===== src/rtl/countdown_mmss_if.sv =====
`default_nettype none
// ============================================================================
// countdown_mmss_if
// Control, preset and count-display bundle for the MM:SS countdown timer.
// Revision: 1.0
// ============================================================================
interface countdown_mmss_if;
    logic       tick;
    logic       load;
    logic       start;
    logic       pause;
    logic [2:0] p_mt;
    logic [3:0] p_mo;
    logic [2:0] p_st;
    logic [3:0] p_so;
    logic [2:0] q_mt;
    logic [3:0] q_mo;
    logic [2:0] q_st;
    logic [3:0] q_so;
    logic       running;
    logic       zero;
    logic       done;

    modport master (
        output tick, load, start, pause, p_mt, p_mo, p_st, p_so,
        input  q_mt, q_mo, q_st, q_so, running, zero, done
    );

    modport slave (
        input  tick, load, start, pause, p_mt, p_mo, p_st, p_so,
        output q_mt, q_mo, q_st, q_so, running, zero, done
    );
endinterface
`default_nettype wire


===== src/rtl/countdown_mmss.sv =====
`default_nettype none
// ============================================================================
// countdown_mmss
// BCD MM:SS countdown timer with load/start/pause control and expiry pulse.
// Optional macro COUNTDOWN_AUTORELOAD_EN: reload the preset on expiry, keep RUN.
// Revision: 1.0
// ============================================================================
module countdown_mmss #(
    parameter int MIN_TENS_MAX = 5
) (
    input  wire              clk,
    input  wire              clr,
    countdown_mmss_if.slave  bus
);
    localparam logic [2:0] MT_MAX = 3'(MIN_TENS_MAX);

    typedef enum logic [1:0] {
        IDLE  = 2'd0,
        RUN   = 2'd1,
        PAUSE = 2'd2,
        DONE  = 2'd3
    } state_t;

    state_t     state;
    logic [2:0] cnt_mt, pre_mt, ld_mt, nx_mt;
    logic [3:0] cnt_mo, pre_mo, ld_mo, nx_mo;
    logic [2:0] cnt_st, pre_st, ld_st, nx_st;
    logic [3:0] cnt_so, pre_so, ld_so, nx_so;
    logic       running_r;
    logic       done_r;
    logic       zero_w;
    logic       last_sec;

    // Out-of-range preset digits saturate to the largest legal digit.
    always_comb begin
        ld_mt = (bus.p_mt > MT_MAX) ? MT_MAX : bus.p_mt;
        ld_mo = (bus.p_mo > 4'd9)   ? 4'd9   : bus.p_mo;
        ld_st = (bus.p_st > 3'd5)   ? 3'd5   : bus.p_st;
        ld_so = (bus.p_so > 4'd9)   ? 4'd9   : bus.p_so;
    end

    always_comb begin
        nx_mt = cnt_mt;
        nx_mo = cnt_mo;
        nx_st = cnt_st;
        nx_so = cnt_so - 4'd1;
        if (cnt_so == 4'd0) begin
            nx_so = 4'd9;
            nx_st = cnt_st - 3'd1;
            if (cnt_st == 3'd0) begin
                nx_st = 3'd5;
                nx_mo = cnt_mo - 4'd1;
                if (cnt_mo == 4'd0) begin
                    nx_mo = 4'd9;
                    nx_mt = cnt_mt - 3'd1;
                end
            end
        end
    end

    assign zero_w   = (cnt_mt == 3'd0) && (cnt_mo == 4'd0) &&
                      (cnt_st == 3'd0) && (cnt_so == 4'd0);
    assign last_sec = (cnt_mt == 3'd0) && (cnt_mo == 4'd0) &&
                      (cnt_st == 3'd0) && (cnt_so == 4'd1);

    always_ff @(posedge clk or negedge clr) begin
        if (!clr) begin
            state     <= IDLE;
            cnt_mt    <= '0;
            cnt_mo    <= '0;
            cnt_st    <= '0;
            cnt_so    <= '0;
            pre_mt    <= '0;
            pre_mo    <= '0;
            pre_st    <= '0;
            pre_so    <= '0;
            running_r <= 1'b0;
            done_r    <= 1'b0;
        end else begin
            done_r <= 1'b0;
            if (bus.load) begin
                cnt_mt    <= ld_mt;
                cnt_mo    <= ld_mo;
                cnt_st    <= ld_st;
                cnt_so    <= ld_so;
                pre_mt    <= ld_mt;
                pre_mo    <= ld_mo;
                pre_st    <= ld_st;
                pre_so    <= ld_so;
                state     <= IDLE;
                running_r <= 1'b0;
            end else if (bus.pause) begin
                if (state == RUN) begin
                    state     <= PAUSE;
                    running_r <= 1'b0;
                end
            end else if (bus.start && (state == IDLE || state == PAUSE)) begin
                if (!zero_w) begin
                    state     <= RUN;
                    running_r <= 1'b1;
                end
            end else if (bus.tick && state == RUN && !zero_w) begin
                if (last_sec) begin
                    done_r <= 1'b1;
`ifdef COUNTDOWN_AUTORELOAD_EN
                    cnt_mt <= pre_mt;
                    cnt_mo <= pre_mo;
                    cnt_st <= pre_st;
                    cnt_so <= pre_so;
`else
                    cnt_mt    <= '0;
                    cnt_mo    <= '0;
                    cnt_st    <= '0;
                    cnt_so    <= '0;
                    state     <= DONE;
                    running_r <= 1'b0;
`endif
                end else begin
                    cnt_mt <= nx_mt;
                    cnt_mo <= nx_mo;
                    cnt_st <= nx_st;
                    cnt_so <= nx_so;
                end
            end
        end
    end

`ifndef COUNTDOWN_AUTORELOAD_EN
    // The preset register is only read back by the autoreload path.
    logic unused_pre;
    assign unused_pre = ^{pre_mt, pre_mo, pre_st, pre_so};
`endif

    assign bus.q_mt    = cnt_mt;
    assign bus.q_mo    = cnt_mo;
    assign bus.q_st    = cnt_st;
    assign bus.q_so    = cnt_so;
    assign bus.running = running_r;
    assign bus.zero    = zero_w;
    assign bus.done    = done_r;
endmodule
`default_nettype wire


===== src/flat_wrapper.sv =====
// flat-port wrapper written by rule: the top's interface ports become plain ports
module countdown_mmss_flat 
#(
    parameter int MIN_TENS_MAX = 5
)
  (clk, clr, bus_tick, bus_load, bus_start, bus_pause, bus_p_mt, bus_p_mo, bus_p_st, bus_p_so, bus_q_mt, bus_q_mo, bus_q_st, bus_q_so, bus_running, bus_zero, bus_done);
  countdown_mmss_if bus_i ();
  input  wire clk;
  input  wire clr;
  input wire logic [$bits(bus_i.tick)-1:0] bus_tick;
  input wire logic [$bits(bus_i.load)-1:0] bus_load;
  input wire logic [$bits(bus_i.start)-1:0] bus_start;
  input wire logic [$bits(bus_i.pause)-1:0] bus_pause;
  input wire logic [$bits(bus_i.p_mt)-1:0] bus_p_mt;
  input wire logic [$bits(bus_i.p_mo)-1:0] bus_p_mo;
  input wire logic [$bits(bus_i.p_st)-1:0] bus_p_st;
  input wire logic [$bits(bus_i.p_so)-1:0] bus_p_so;
  output wire logic [$bits(bus_i.q_mt)-1:0] bus_q_mt;
  output wire logic [$bits(bus_i.q_mo)-1:0] bus_q_mo;
  output wire logic [$bits(bus_i.q_st)-1:0] bus_q_st;
  output wire logic [$bits(bus_i.q_so)-1:0] bus_q_so;
  output wire logic [$bits(bus_i.running)-1:0] bus_running;
  output wire logic [$bits(bus_i.zero)-1:0] bus_zero;
  output wire logic [$bits(bus_i.done)-1:0] bus_done;
  assign bus_i.tick = bus_tick;
  assign bus_i.load = bus_load;
  assign bus_i.start = bus_start;
  assign bus_i.pause = bus_pause;
  assign bus_i.p_mt = bus_p_mt;
  assign bus_i.p_mo = bus_p_mo;
  assign bus_i.p_st = bus_p_st;
  assign bus_i.p_so = bus_p_so;
  assign bus_q_mt = bus_i.q_mt;
  assign bus_q_mo = bus_i.q_mo;
  assign bus_q_st = bus_i.q_st;
  assign bus_q_so = bus_i.q_so;
  assign bus_running = bus_i.running;
  assign bus_zero = bus_i.zero;
  assign bus_done = bus_i.done;
  countdown_mmss #(.MIN_TENS_MAX(MIN_TENS_MAX)) u_core (.clk(clk), .clr(clr), .bus(bus_i));
endmodule

===== config.mk =====
export PLATFORM = sky130hd
export DESIGN_NAME = countdown_mmss_flat
export DESIGN_NICKNAME = d
export VERILOG_FILES = /design/src/rtl/countdown_mmss_if.sv /design/src/rtl/countdown_mmss.sv /design/src/flat_wrapper.sv
export SDC_FILE = /design/constraint.sdc
export NUM_CORES = 1
export LEC_CHECK = 0
export CORE_MARGIN = 2
export CORE_UTILIZATION = 50
export DETAILED_ROUTE_END_ITERATION = 16
export DONT_BUFFER_PORTS = 1
export PLACE_DENSITY_LB_ADDON = 0.15
export SLEW_MARGIN = 0
export SYNTH_ARGS = -nofsm -noshare
export SYNTH_HDL_FRONTEND = slang
export SYNTH_SLANG_ARGS = --single-unit

===== constraint.sdc =====
create_clock -name clk -period 2.2 [get_ports clk]
set_clock_uncertainty 0.2 [all_clocks]
set_input_delay 0.33 -clock clk [delete_from_list [all_inputs] [get_ports clk]]
set_output_delay 0.33 -clock clk [all_outputs]
set_load 0.01 [all_outputs]

== Word level (Yosys, flattened, before mapping) ==
Cells that the tools add are included.

* $add $sub $neg: 4
* $lt $le $gt $ge: 4
* Eq/ne operators: 7
* Multiplexer cells: 52
* Reductions and logical operators: 25

{| class="wikitable"
|+ Operators by type and width
! operator !! count
|-
| 4-bit two-way mux || 16
|-
| 3-bit two-way mux || 17
|-
| 2-bit two-way mux || 7
|-
| 1-bit two-way mux || 12
|-
| 3-bit nonzero test || 3
|-
| 4-bit greater-than comparator, second input constant || 2
|-
| 4-bit zero test || 2
|-
| 4-bit AND reduction || 2
|-
| 4-bit nonzero test || 2
|-
| 4-bit by 1-bit subtractor with 4-bit output, second input constant || 2
|-
| 1-bit logical AND || 7
|-
| 3-bit greater-than comparator, second input constant || 2
|-
| 3-bit zero test || 2
|-
| 6-bit AND reduction || 1
|-
| 3-bit by 1-bit subtractor with 3-bit output, second input constant || 2
|-
| 5-bit AND reduction || 1
|-
| 4-bit by 1-bit equality test with 1-bit output, second input constant || 1
|-
| 2-bit inequality test, second input constant || 2
|-
| 4-bit inequality test, second input constant || 1
|-
| 3-bit by 2-bit inequality test with 1-bit output, second input constant || 1
|-
| 3-bit AND reduction || 1
|-
| 2-bit by 1-bit equality test with 1-bit output, second input constant || 1
|-
| 2-bit equality test, second input constant || 1
|-
| 2-bit zero test || 1
|-
| other kinds (3) || 3
|}

* Flip-flop bits (word level): 18
* Bits of input ports: 20
* Logic and storage cells: 99

== Depth between registers and ports, before layout ==
Gate-level depths: netlist of the first run.

* Word-level depth: 10
* Depth in mapped cells: 9
* Depth with buffers taken out: 8

== Least setup slack after synthesis of the first run ==
No wires, ideal clock.

* Path kind: register -> register
* Start point: reg u_core.cnt_mt[0], in the netlist u_core.bus.q_mt[0]
* End point: reg u_core.cnt_mo[3], in the netlist u_core.bus.q_mo[3]
* Data arrival time: 2.180 ns
* Data required time: 1.918 ns
* Setup slack: -0.262 ns
* Cell stages (with the launch flop): 10
* Path through: dfrtp_1 > inv_1 > ha_1 > ha_1 > nor4bb_1 > and3_4 > or2_1 > buf_6 > or4b_1 > a31oi_1

* Cells in the longest elaborated chain, start to end: 9

{| class="wikitable"
|+ Ends and longest elaborated chain
! what !! RTL line !! RTL
|-
| from (decl) || countdown_mmss.sv:25 || <nowiki>logic [2:0] cnt_mt, pre_mt, ld_mt, nx_mt;</nowiki>
|-
| from (signal assigned) || countdown_mmss.sv:82 || <nowiki>cnt_mt <= ld_mt;</nowiki>
|-
| from (signal assigned) || countdown_mmss.sv:119 || <nowiki>cnt_mt <= nx_mt;</nowiki>
|-
| 3-bit zero test (*) || countdown_mmss.sv:61, countdown_mmss.sv:63 ||
|-
| 1-bit logical AND (*) (2 in a row) || countdown_mmss.sv:61, countdown_mmss.sv:63 ||
|-
| 1-bit logical AND || countdown_mmss.sv:64 || <nowiki>(cnt_st == 3'd0) && (cnt_so == 4'd1);</nowiki>
|-
| 4-bit two-way mux || countdown_mmss.sv:103 || <nowiki>if (last_sec) begin</nowiki>
|-
| 4-bit two-way mux || countdown_mmss.sv:102 || <nowiki>end else if (bus.tick && state == RUN && !zero_w) begin</nowiki>
|-
| 4-bit two-way mux || countdown_mmss.sv:97 || <nowiki>end else if (bus.start && (state == IDLE || state == PAUSE)) begin</nowiki>
|-
| 4-bit two-way mux || countdown_mmss.sv:92 || <nowiki>end else if (bus.pause) begin</nowiki>
|-
| 4-bit two-way mux || countdown_mmss.sv:81 || <nowiki>if (bus.load) begin</nowiki>
|-
| to (signal assigned) || countdown_mmss.sv:83 || <nowiki>cnt_mo <= ld_mo;</nowiki>
|-
| to (signal assigned) || countdown_mmss.sv:120 || <nowiki>cnt_mo <= nx_mo;</nowiki>
|-
| to (decl) || countdown_mmss.sv:26 || <nowiki>logic [3:0] cnt_mo, pre_mo, ld_mo, nx_mo;</nowiki>
|}

Mark *: on every way between the ends. The rest lies on a longest branch, timed or not. The select of a mux whose other input is x is not followed.
A chain may end at the register's enable or synchronous reset.

== Worst setup path in the final report of the first run ==
* Start point: reg u_core.cnt_mt[1], in the netlist u_core.bus.q_mt[1]
* End point: reg u_core.cnt_mo[0], in the netlist u_core.bus.q_mo[0]

The elaborated chain is that of the path after synthesis.

==> flow_summary.ini, run 1 <==
[run_status]
status = finished, violations left
violations = hold timing, setup timing

[worst_setup_path]
critPathTopFamily = multiplexers
r2r_slack_ns = -0.20
path_class = flip-flop to flip-flop
endpoint_kind = flip-flop
worstPathMaxFanout = 4
critPathSlowestCell = dfrtp_1
crit_chain = inv_1 > ha_2 > ha_4 > and4bb_2 > buf_4 > mux2i_1 > nor2_2 > buf_4 > mux2i_1 > a22oi_1
arrival_ns = 2.38
critical_path_required_ns = 2.18
cp-start-kind = flip-flop
cpPeakStageDelay_ns = 0.40
critPathBufInv = 3

[clock_tree]
clkTransAtPathRegs_ns = 0.12
cts.htree.levels = 1
ctsHoldBuffers = 6
cts_tree = done
root_buffer = clkbuf_4
cts.path.max_buffers = 2
cts_buffers = 3
clock_sinks = 18
clkLatencyLatePin_ns = 0.30

[routing]
wl_met2_um = 2170
wl_um = 4290
drc = 0
wl_met1_um = 1780
vias = 1398
first_iter_violations = 60
viasPerCell = 6.13
routed-wl-met3_um = 202
drtAntennaViolNets = 0
dr.pass1.iters = 4
wl_per_cell_um = 18.8
highest_layer = met4

[power]
p_leak_uw = 0.000857
finalPower_uw = 1140
peakVddDrop_mv = 0.453
p_per_area_mw_per_mm2 = 584

[placement]
io_buffers = 0
gp_congestion = 0.909
hpwl_um = 2540
dpl_worst_slack_ns = -0.229

[floorplanning]
core_region_area_mm2 = 0.00250
io_pins = 37
start_util = 0.530
fp.dieW_um = 55.5
row_count = 18
die_area_mm2 = 0.00308
die_height_um = 55.5

[synthesis]
syn_nets = 177
synth_edf_count = 0
synth-seq-cells = 18
synthCells = 151
synth_area_leaders = dfrtp_1 (34%), ha_1 (5.7%), nand2_1 (4.3%)
ys_types = 49
yosys_warnings = 0
synth.avg_cell_area_um2 = 8.77
synthArstFlopShare = 1.00
ys.flop_type = dfrtp_1
synth-seq-area-share = 0.340
synth_top_area_frac = 0.340
synth_largest_area_cell = dfrtp_1
netlist_area_mm2 = 0.00132

[timing]
relSlewSlack = 0.419
post-route-period-util = 1.09
final.setup.worst_slack_ns = -0.198
max_clock_freq_ghz = 0.417
finalCriticalPeriod_ns = 2.40
slew_viol_final = 0
grt_setup_unrepaired = true
tns_ns = -1.08
hold_viol = 1
setup_viol = 14
hold_slack_ns = -0.0111
tightest_slew_ns = 0.868

[final_layout]
layout.cells.most_common = buf_4
final_util = 0.777
area_growth_pct = 46.8
num_antenna_cells = 0
nets = 225
final_cell_mix = buf_4 (35), dfrtp_1 (18), nand2_1 (15)
drive_gt1_frac = 0.394

[hold_path]
hold_class = input pin to flip-flop

[grt]
grt_first_pass_wirelength_um = 6510
grt_max_degree = 19
grt-ovfl-total = 0
antenna_found_initial = 0
gr-usage-all-layers = 0.265
grt_pass1_vias = 1336

[flow_run]
drv_cap = 0
## cell families (layout without fill, tap and decap cells)
kind of cell	after synthesis	after routing	share of synthesized area
AOI/OAI and AO/OA	41	41	0.215
buffers and inverters	19	66	0.0595
and+or+nand+nor	58	58	0.257
adders and majority gates	6	6	0.0567
DFF	18	18	0.340
muxes	9	9	0.0718
## power by group
group,internal [µW],switching [µW],leakage (µW)
clock network,101,117,0.0000210
registers,374,44.5,0.000221
logic,266,233,0.000615
total,740,395,0.000857
## registers in the layout (all words and copies together), names as in the netlist
name	flops
u_core.bus.q_mo	4
u_core.bus.running	1
u_core.state	2
u_core.bus.q_so	4
u_core.bus.done	1
u_core.bus.q_st	3
u_core.bus.q_mt	3
## final timing paths
| kind | start | to | cells past startpoint |
|---|---|---|---|
| worst max-delay path | u_core.bus.q_mt[1]$_DFFE_PN0P_ | u_core.bus.q_mo[0]$_DFFE_PN0P_ | 10 |
| worst min-delay path | bus_load | u_core.state[1]$_DFFE_PN0P_ | 2 |
| worst max register to register | u_core.bus.q_mt[1]$_DFFE_PN0P_ | u_core.bus.q_mo[0]$_DFFE_PN0P_ | 10 |
| worst min register to register | u_core.bus.running$_DFFE_PN0P_ | u_core.bus.running$_DFFE_PN0P_ | 2 |
| max in group asynchronous | clr | u_core.bus.q_so[0]$_DFFE_PN0P_ | 1 |
| min in group asynchronous | clr | u_core.bus.q_mo[3]$_DFFE_PN0P_ | 1 |
## what timing repair did
item,CTS,global route
endpoints found under the setup margin,14,16
hold endpoints to repair,26,1
gates resized for setup,15,25
pin swaps,7,10
buffers inserted,7,3
## layout make-up
| class | instances | area, µm² |
|---|---|---|
| sequential | 18 | 450 |
| fill | 151 | 557 |
| inverter | 15 | 56.3 |
| multi-input combinational | 114 | 955 |
| timing repair buffer | 47 | 408 |
| tap | 30 | 37.5 |
| clock buffer | 4 | 36.3 |
## per-layer routing
layer | vias to the layer above | global-route usage
met5 | - | 0
met4 | 0 | 0.0941
met3 | 15 | 0.0515
met2 | 41 | 0.444
met1 | 684 | 0.338
li1 | 658 | -
## Yosys cell counts, types with 2 or more instances
| master | number |
|---|---|
| nand2_1 | 15 |
| o311ai_0 | 2 |
| inv_1 | 14 |
| nor3b_1 | 2 |
| mux2i_1 | 5 |
| and4bb_1 | 2 |
| dfrtp_1 | 18 |
| ha_1 | 6 |
| or3b_1 | 2 |
| a21oi_1 | 6 |
| mux2_2 | 4 |
| o22ai_1 | 2 |
| nand2b_1 | 2 |
| a31oi_1 | 3 |
| clkbuf_1 | 2 |
| nand4_1 | 2 |
| nor4b_1 | 2 |
| a211o_1 | 2 |
| a21o_1 | 2 |
| o21ai_0 | 10 |
| a211oi_1 | 2 |
| or3_1 | 2 |
| nor3_1 | 2 |
| nand3b_1 | 4 |
| nor2_1 | 12 |
| nand3_1 | 3 |
## worst register-to-register path, delay by kind of cell, from the launching register on
family	cells	cell delay, ns
DFF	1	0.40
adders and majority gates	2	0.33
muxes	2	0.53
AOI/OAI and AO/OA	1	0.08
and+or+nand+nor	2	0.37
buffers and inverters	3	0.36
## stage by stage
stage,std cells,area [µm²]
floorplan,151,1340
global placement,208,1590
detailed placement,208,1590
CTS,225,1820
global route,228,1940
finish,228,1940
No activity file was read; power rests on OpenSTA's default activity.
==> inputs of run 2 (changes only) <==
--- a/config.mk
+++ b/config.mk
@@ -5,8 +5,9 @@
 export SDC_FILE = /design/constraint.sdc
 export NUM_CORES = 1
 export LEC_CHECK = 0
-export CORE_MARGIN = 2
-export CORE_UTILIZATION = 50
+export CAP_MARGIN = 20
+export CORE_MARGIN = 3
+export CORE_UTILIZATION = 30
 export DETAILED_ROUTE_END_ITERATION = 16
 export DONT_BUFFER_PORTS = 1
 export PLACE_DENSITY_LB_ADDON = 0.15
==> run 2 against run 1 <==
The run still ends with hold timing, setup timing left. Fmax rose by 7.5%. Combinational power is 4% lower. First-iteration DRC count rose by 1.7%. Highest routed layer unchanged. Largest cell class unchanged. Flip-flop and latch count unchanged. Register-to-register slack better by 0.17 ns. Sequential power about the same. Non-clock buffer count shrank 1. Critical path type unchanged. Clock power is 29% higher.
==> flow_summary.ini, run 2 (synthesized netlist as in run 1, its figures left out) <==
[final_layout]
num_antenna_cells = 0
design_area_mm2 = 0.00189
layout.cells.most_common = buf_4
final_cell_mix = buf_4 (39), dfrtp_1 (18), nand2_1 (15)
area_growth_pct = 43.1
drive_gt1_frac = 0.365
nets = 224
instances_no_fill = 247

[routing]
dr.pass1.iters = 5
wl_per_cell_um = 17.1
viasPerCell = 5.55
wl_um = 4210
drc = 0
first_iter_violations = 61
vias = 1371
drtAntennaViolNets = 0

[grt]
grt_busiest_layer = met2
antenna_found_initial = 0
grt_util_met1 = 0.206
grt_first_pass_wirelength_um = 7020
grt_max_degree = 24
gr-usage-met2 = 0.307
grt_pass1_vias = 1491
met3_usage = 0.0457
grt-ovfl-total = 0
gr-usage-all-layers = 0.171

[power]
p_per_area_mw_per_mm2 = 621
finalPower_uw = 1180
peakVddDrop_mv = 0.303
p_leak_uw = 0.000834

[timing]
finalCriticalPeriod_ns = 2.23
tns_ns = -0.0332
post-route-period-util = 1.01
setup_viol = 2
final.setup.worst_slack_ns = -0.0307
tightest_slew_ns = 0.927
hold_viol = 1
hold_slack_ns = -0.00484
max_clock_freq_ghz = 0.448
relSlewSlack = 0.380
grt_setup_unrepaired = true
slew_viol_final = 0

[worst_setup_path]
crit_chain = inv_2 > ha_4 > or3b_4 > a211oi_2 > o21bai_1 > or3b_1 > a31oi_1
path_class = flip-flop to flip-flop
crit_end = u_core.bus.q_st[1]$_DFFE_PN0P_
cpPeakStageDelay_ns = 0.40
arrival_ns = 2.21
critPathBufInv = 1
critical_path_depth = 7
critPathTopFamily = simple AND/OR/NAND/NOR gates
worstPathMaxFanout = 4
critPathSlowestCell = dfrtp_1
critical_path_required_ns = 2.18
r2r_start = u_core.bus.q_so[1]$_DFFE_PN0P_
cp-start-kind = flip-flop
r2r_slack_ns = -0.03
r2r_end = u_core.bus.q_st[1]$_DFFE_PN0P_
endpoint_kind = flip-flop
crit_path_start = u_core.bus.q_so[1]$_DFFE_PN0P_
reg2regPathDepth = 7

[run_status]
status = finished, violations left
violations = hold timing, setup timing

[floorplanning]
row_count = 23
die_area_mm2 = 0.00525
io_pins = 37
start_util = 0.322
die_height_um = 72.4
core_region_area_mm2 = 0.00412
fp.dieW_um = 72.4

[placement]
place_inst = 228
place_area_mm2 = 0.00161
gp_congestion = 0.801
hpwl_um = 3040
io_buffers = 0

[clock_tree]
cts_tree = done
root_buffer = clkbuf_8
cts.htree.levels = 1
clkLatencyLatePin_ns = 0.26
clkTransAtPathRegs_ns = 0.07
cts.path.max_buffers = 2
cts_buffers = 3
clock_sinks = 18

[flow_run]
drv_cap = 0

[hold_path]
worstHoldStart = bus_load
hold_class = input pin to flip-flop
whs_path_depth = 1
==> run 2: cell types whose count changed in the layout (fill, tap and decap cells not counted), moves of 2 or more <==
cell           before  now
clkbuf_8            1    4
buf_12              2    0
buf_4              35   39
nand3_1             1    3
clkbuf_4            3    0
nand3_2             2    0
dlygate4sd3_1       6    4
==> run 2: per-stage QoR <==
step	util	setup WS, ns
final	0.460	-0.0307
after CTS	0.450	-0.0227
after detailed placement	0.392	-0.186
after global routing	0.460	-0.122
after floorplan	-	-0.130
after global placement	0.392	-0.169
==> run 2: where the power goes <==
part / switching (µW) / internal, µW
sequential: 41.6 / 374
combinational: 219 / 261
clock: 122 / 159
total: 382 / 794
==> run 2: worst min-delay path by stage <==
| stage | end | slack, ns |
|---|---|---|
| finish | u_core.bus.q_mo[2]$_DFFE_PN0P_ | -0.005 |
| global route | u_core.bus.q_so[3]$_DFFE_PN0P_ | 0.00002 |
| CTS | u_core.bus.q_so[3]$_DFFE_PN0P_ | 0.003 |
| detailed placement | u_core.bus.q_mo[2]$_DFFE_PN0P_ | -0.17 |
| global placement | u_core.bus.q_so[2]$_DFFE_PN0P_ | -0.16 |
| floorplan | u_core.bus.done$_DFF_PN0_ | -0.17 |
==> run 2: layout make-up <==
class | count | area (µm²)
Tap cell | 50 | 62.6
Clock buffer | 4 | 55.1
Timing Repair Buffer | 46 | 367
Fill cell | 409 | 2220
Sequential cell | 18 | 450
Multi-Input combinational cell | 114 | 903
Inverter | 15 | 56.3
==> run 2: timing repair <==
action / CTS / global route
setup endpoints to repair: 14 / 16
hold buffers: 4 / 0
endpoints found under the hold margin: 21 / 0
resized for setup: 19 / 9
pin swaps: 11 / 6
setup buffers: 8 / 3
==> run 2: routing by layer <==
layer  vias up  part of all wire
met3         2             0.061
li1        649                 -
met1       688              0.43
met2        32              0.51
met4         0            0.0045
met5         -                 0
==> inputs of run 3 (changes only) <==
--- a/config.mk
+++ b/config.mk
@@ -5,12 +5,11 @@
 export SDC_FILE = /design/constraint.sdc
 export NUM_CORES = 1
 export LEC_CHECK = 0
+export BUFFER_PORTS_ARGS = -buffer_cell sky130_fd_sc_hd__buf_2
 export CAP_MARGIN = 20
 export CORE_MARGIN = 3
 export CORE_UTILIZATION = 30
 export DETAILED_ROUTE_END_ITERATION = 16
-export DONT_BUFFER_PORTS = 1
-export PLACE_DENSITY_LB_ADDON = 0.15
 export SLEW_MARGIN = 0
 export SYNTH_ARGS = -nofsm -noshare
 export SYNTH_HDL_FRONTEND = slang
==> run 3 against run 2 <==
The run ends with setup timing left. Core utilization increased by 4.8 points. Sequential share of layout area decreased by 2.2 points. First-iteration DRC count decreased by 36%. Sequential power about the same. Global-route usage decreased by 2.1 points. Hold slack improved by 0.13 ns. Fmax decreased by 0.89%. Critical path depth increased by 1. Largest power group unchanged. Cell area increased by 10%. Register-to-register slack about the same. Routed wire length decreased by 5.5%. Die area unchanged.
==> flow_summary.ini, run 3 (synthesized netlist as in run 1, its figures left out) <==
[worst_setup_path]
worstPathMaxFanout = 4
cp-start-kind = flip-flop
r2r_end = u_core.bus.q_mo[3]$_DFFE_PN0P_
arrival_ns = 1.72
r2r_start = u_core.bus.q_mt[1]$_DFFE_PN0P_
endpoint_kind = output port
path_class = flip-flop to output port
crit_path_start = u_core.bus.q_so[1]$_DFFE_PN0P_
critical_path_required_ns = 1.67
r2r_slack_ns = -0.04
reg2regPathDepth = 9

[floorplanning]
row_count = 23
die_height_um = 72.4
fp.dieW_um = 72.4
start_util = 0.322
io_pins = 37
core_region_area_mm2 = 0.00412
die_area_mm2 = 0.00525

[hold_path]
worstHoldStart = bus_p_so[2]
hold-path-endpoint = u_core.bus.q_so[2]$_DFFE_PN0P_
whs_path_depth = 3
hold_class = input pin to flip-flop

[power]
finalPower_uw = 1230
p_leak_uw = 0.000980
p_per_area_mw_per_mm2 = 589
peakVddDrop_mv = 0.257

[flow_run]
drv_cap = 0

[routing]
wl_per_cell_um = 14.3
highest_layer = met4
dr.pass1.iters = 4
drtAntennaViolNets = 0
wl_met2_um = 1960
wl_um = 3980
routed-wl-met3_um = 185
viasPerCell = 5.10
first_iter_violations = 39
drc = 0
wl_met1_um = 1810
vias = 1423

[grt]
gr-usage-all-layers = 0.149
grt-ovfl-total = 0
antenna_found_initial = 0
grt_pass1_vias = 1378
grt_first_pass_wirelength_um = 6240
grt_max_degree = 19

[timing]
relSlewSlack = 0.703
final.setup.worst_slack_ns = -0.0506
setup_viol = 2
tightest_slew_ns = 0.445
hold_slack_ns = 0.121
grt_setup_unrepaired = true
tns_ns = -0.0914
finalCriticalPeriod_ns = 2.25
hold_viol = 0
max_clock_freq_ghz = 0.444
slew_viol_final = 0
post-route-period-util = 1.02

[clock_tree]
clkLatencyLatePin_ns = 0.26
cts_tree = done
cts.path.max_buffers = 2
cts_buffers = 3
cts.htree.levels = 1
clock_sinks = 18
root_buffer = clkbuf_8
clkTransAtPathRegs_ns = 0.08

[run_status]
violations = setup timing
status = finished, violations left

[placement]
gp_congestion = 0.860
io_buffers = 36
hpwl_um = 2900

[final_layout]
layout.cells.most_common = buf_4
drive_gt1_frac = 0.480
nets = 256
area_growth_pct = 57.9
final_cell_mix = buf_4 (38), buf_2 (35), dfrtp_1 (18)
num_antenna_cells = 0
run 3: stage by stage:
step	cells	setup WS (ns)	instance area (µm²)	utilization
after CTS	275	-0.0773	1980	0.482
after global routing	279	-0.154	2090	0.508
after global placement	264	-0.166	1790	0.436
final	279	-0.0506	2090	0.508
after floorplan	151	-0.130	1340	-
after detailed placement	264	-0.192	1790	0.436
run 3: critical path, cell delays in order, from the launching register on:
cell and delay [ns]:
dfrtp_1 0.39, inv_2 0.09, ha_4 0.17, buf_6 0.10, nor3b_4 0.23, nand4_1 0.18
buf_6 0.16, inv_2 0.05, buf_6 0.09
run 3: area by class of cell:
type                            instances  area, µm²
Tap cell                               50       62.6
Timing Repair Buffer                   78        515
Clock buffer                            4       55.1
Fill cell                             393       2020
Inverter                               15       56.3
Multi-Input combinational cell        114        951
Sequential cell                        18        450
run 3: worst max-delay path by stage:
stage / end / cells past startpoint
CTS: u_core.bus.q_mo[3]$_DFFE_PN0P_ / 9
floorplan: u_core.bus.q_mo[3]$_DFFE_PN0P_ / 9
finish: bus_zero / 8
global placement: u_core.bus.q_st[2]$_DFFE_PN0P_ / 8
detailed placement: u_core.bus.q_mt[1]$_DFFE_PN0P_ / 8
global route: bus_zero / 8
run 3: layer usage:
metal  track usage  vias to the layer above
met5             0                        -
met4        0.0369                        0
met3        0.0235                        4
met2         0.251                       34
met1         0.201                      669
li1              -                      716
run 3: report_power, final:
| group | total, µW | leakage, µW | internal, µW | switching, µW |
|---|---|---|---|---|
| combinational | 536 | 0.000730 | 290 | 246 |
| sequential | 414 | 0.000221 | 374 | 40.1 |
| clock | 281 | 0.0000288 | 159 | 121 |
| total | 1230 | 0.000980 | 823 | 407 |
run 3: what timing repair did:
| item | 4_1_cts | 5_1_grt |
|---|---|---|
| setup endpoints to repair | 16 | 17 |
| pin swaps | 12 | 10 |
| hold endpoints to repair | 18 | 0 |
| gates resized for setup | 18 | 16 |
| setup buffers | 6 | 5 |
| hold buffers | 1 | 0 |
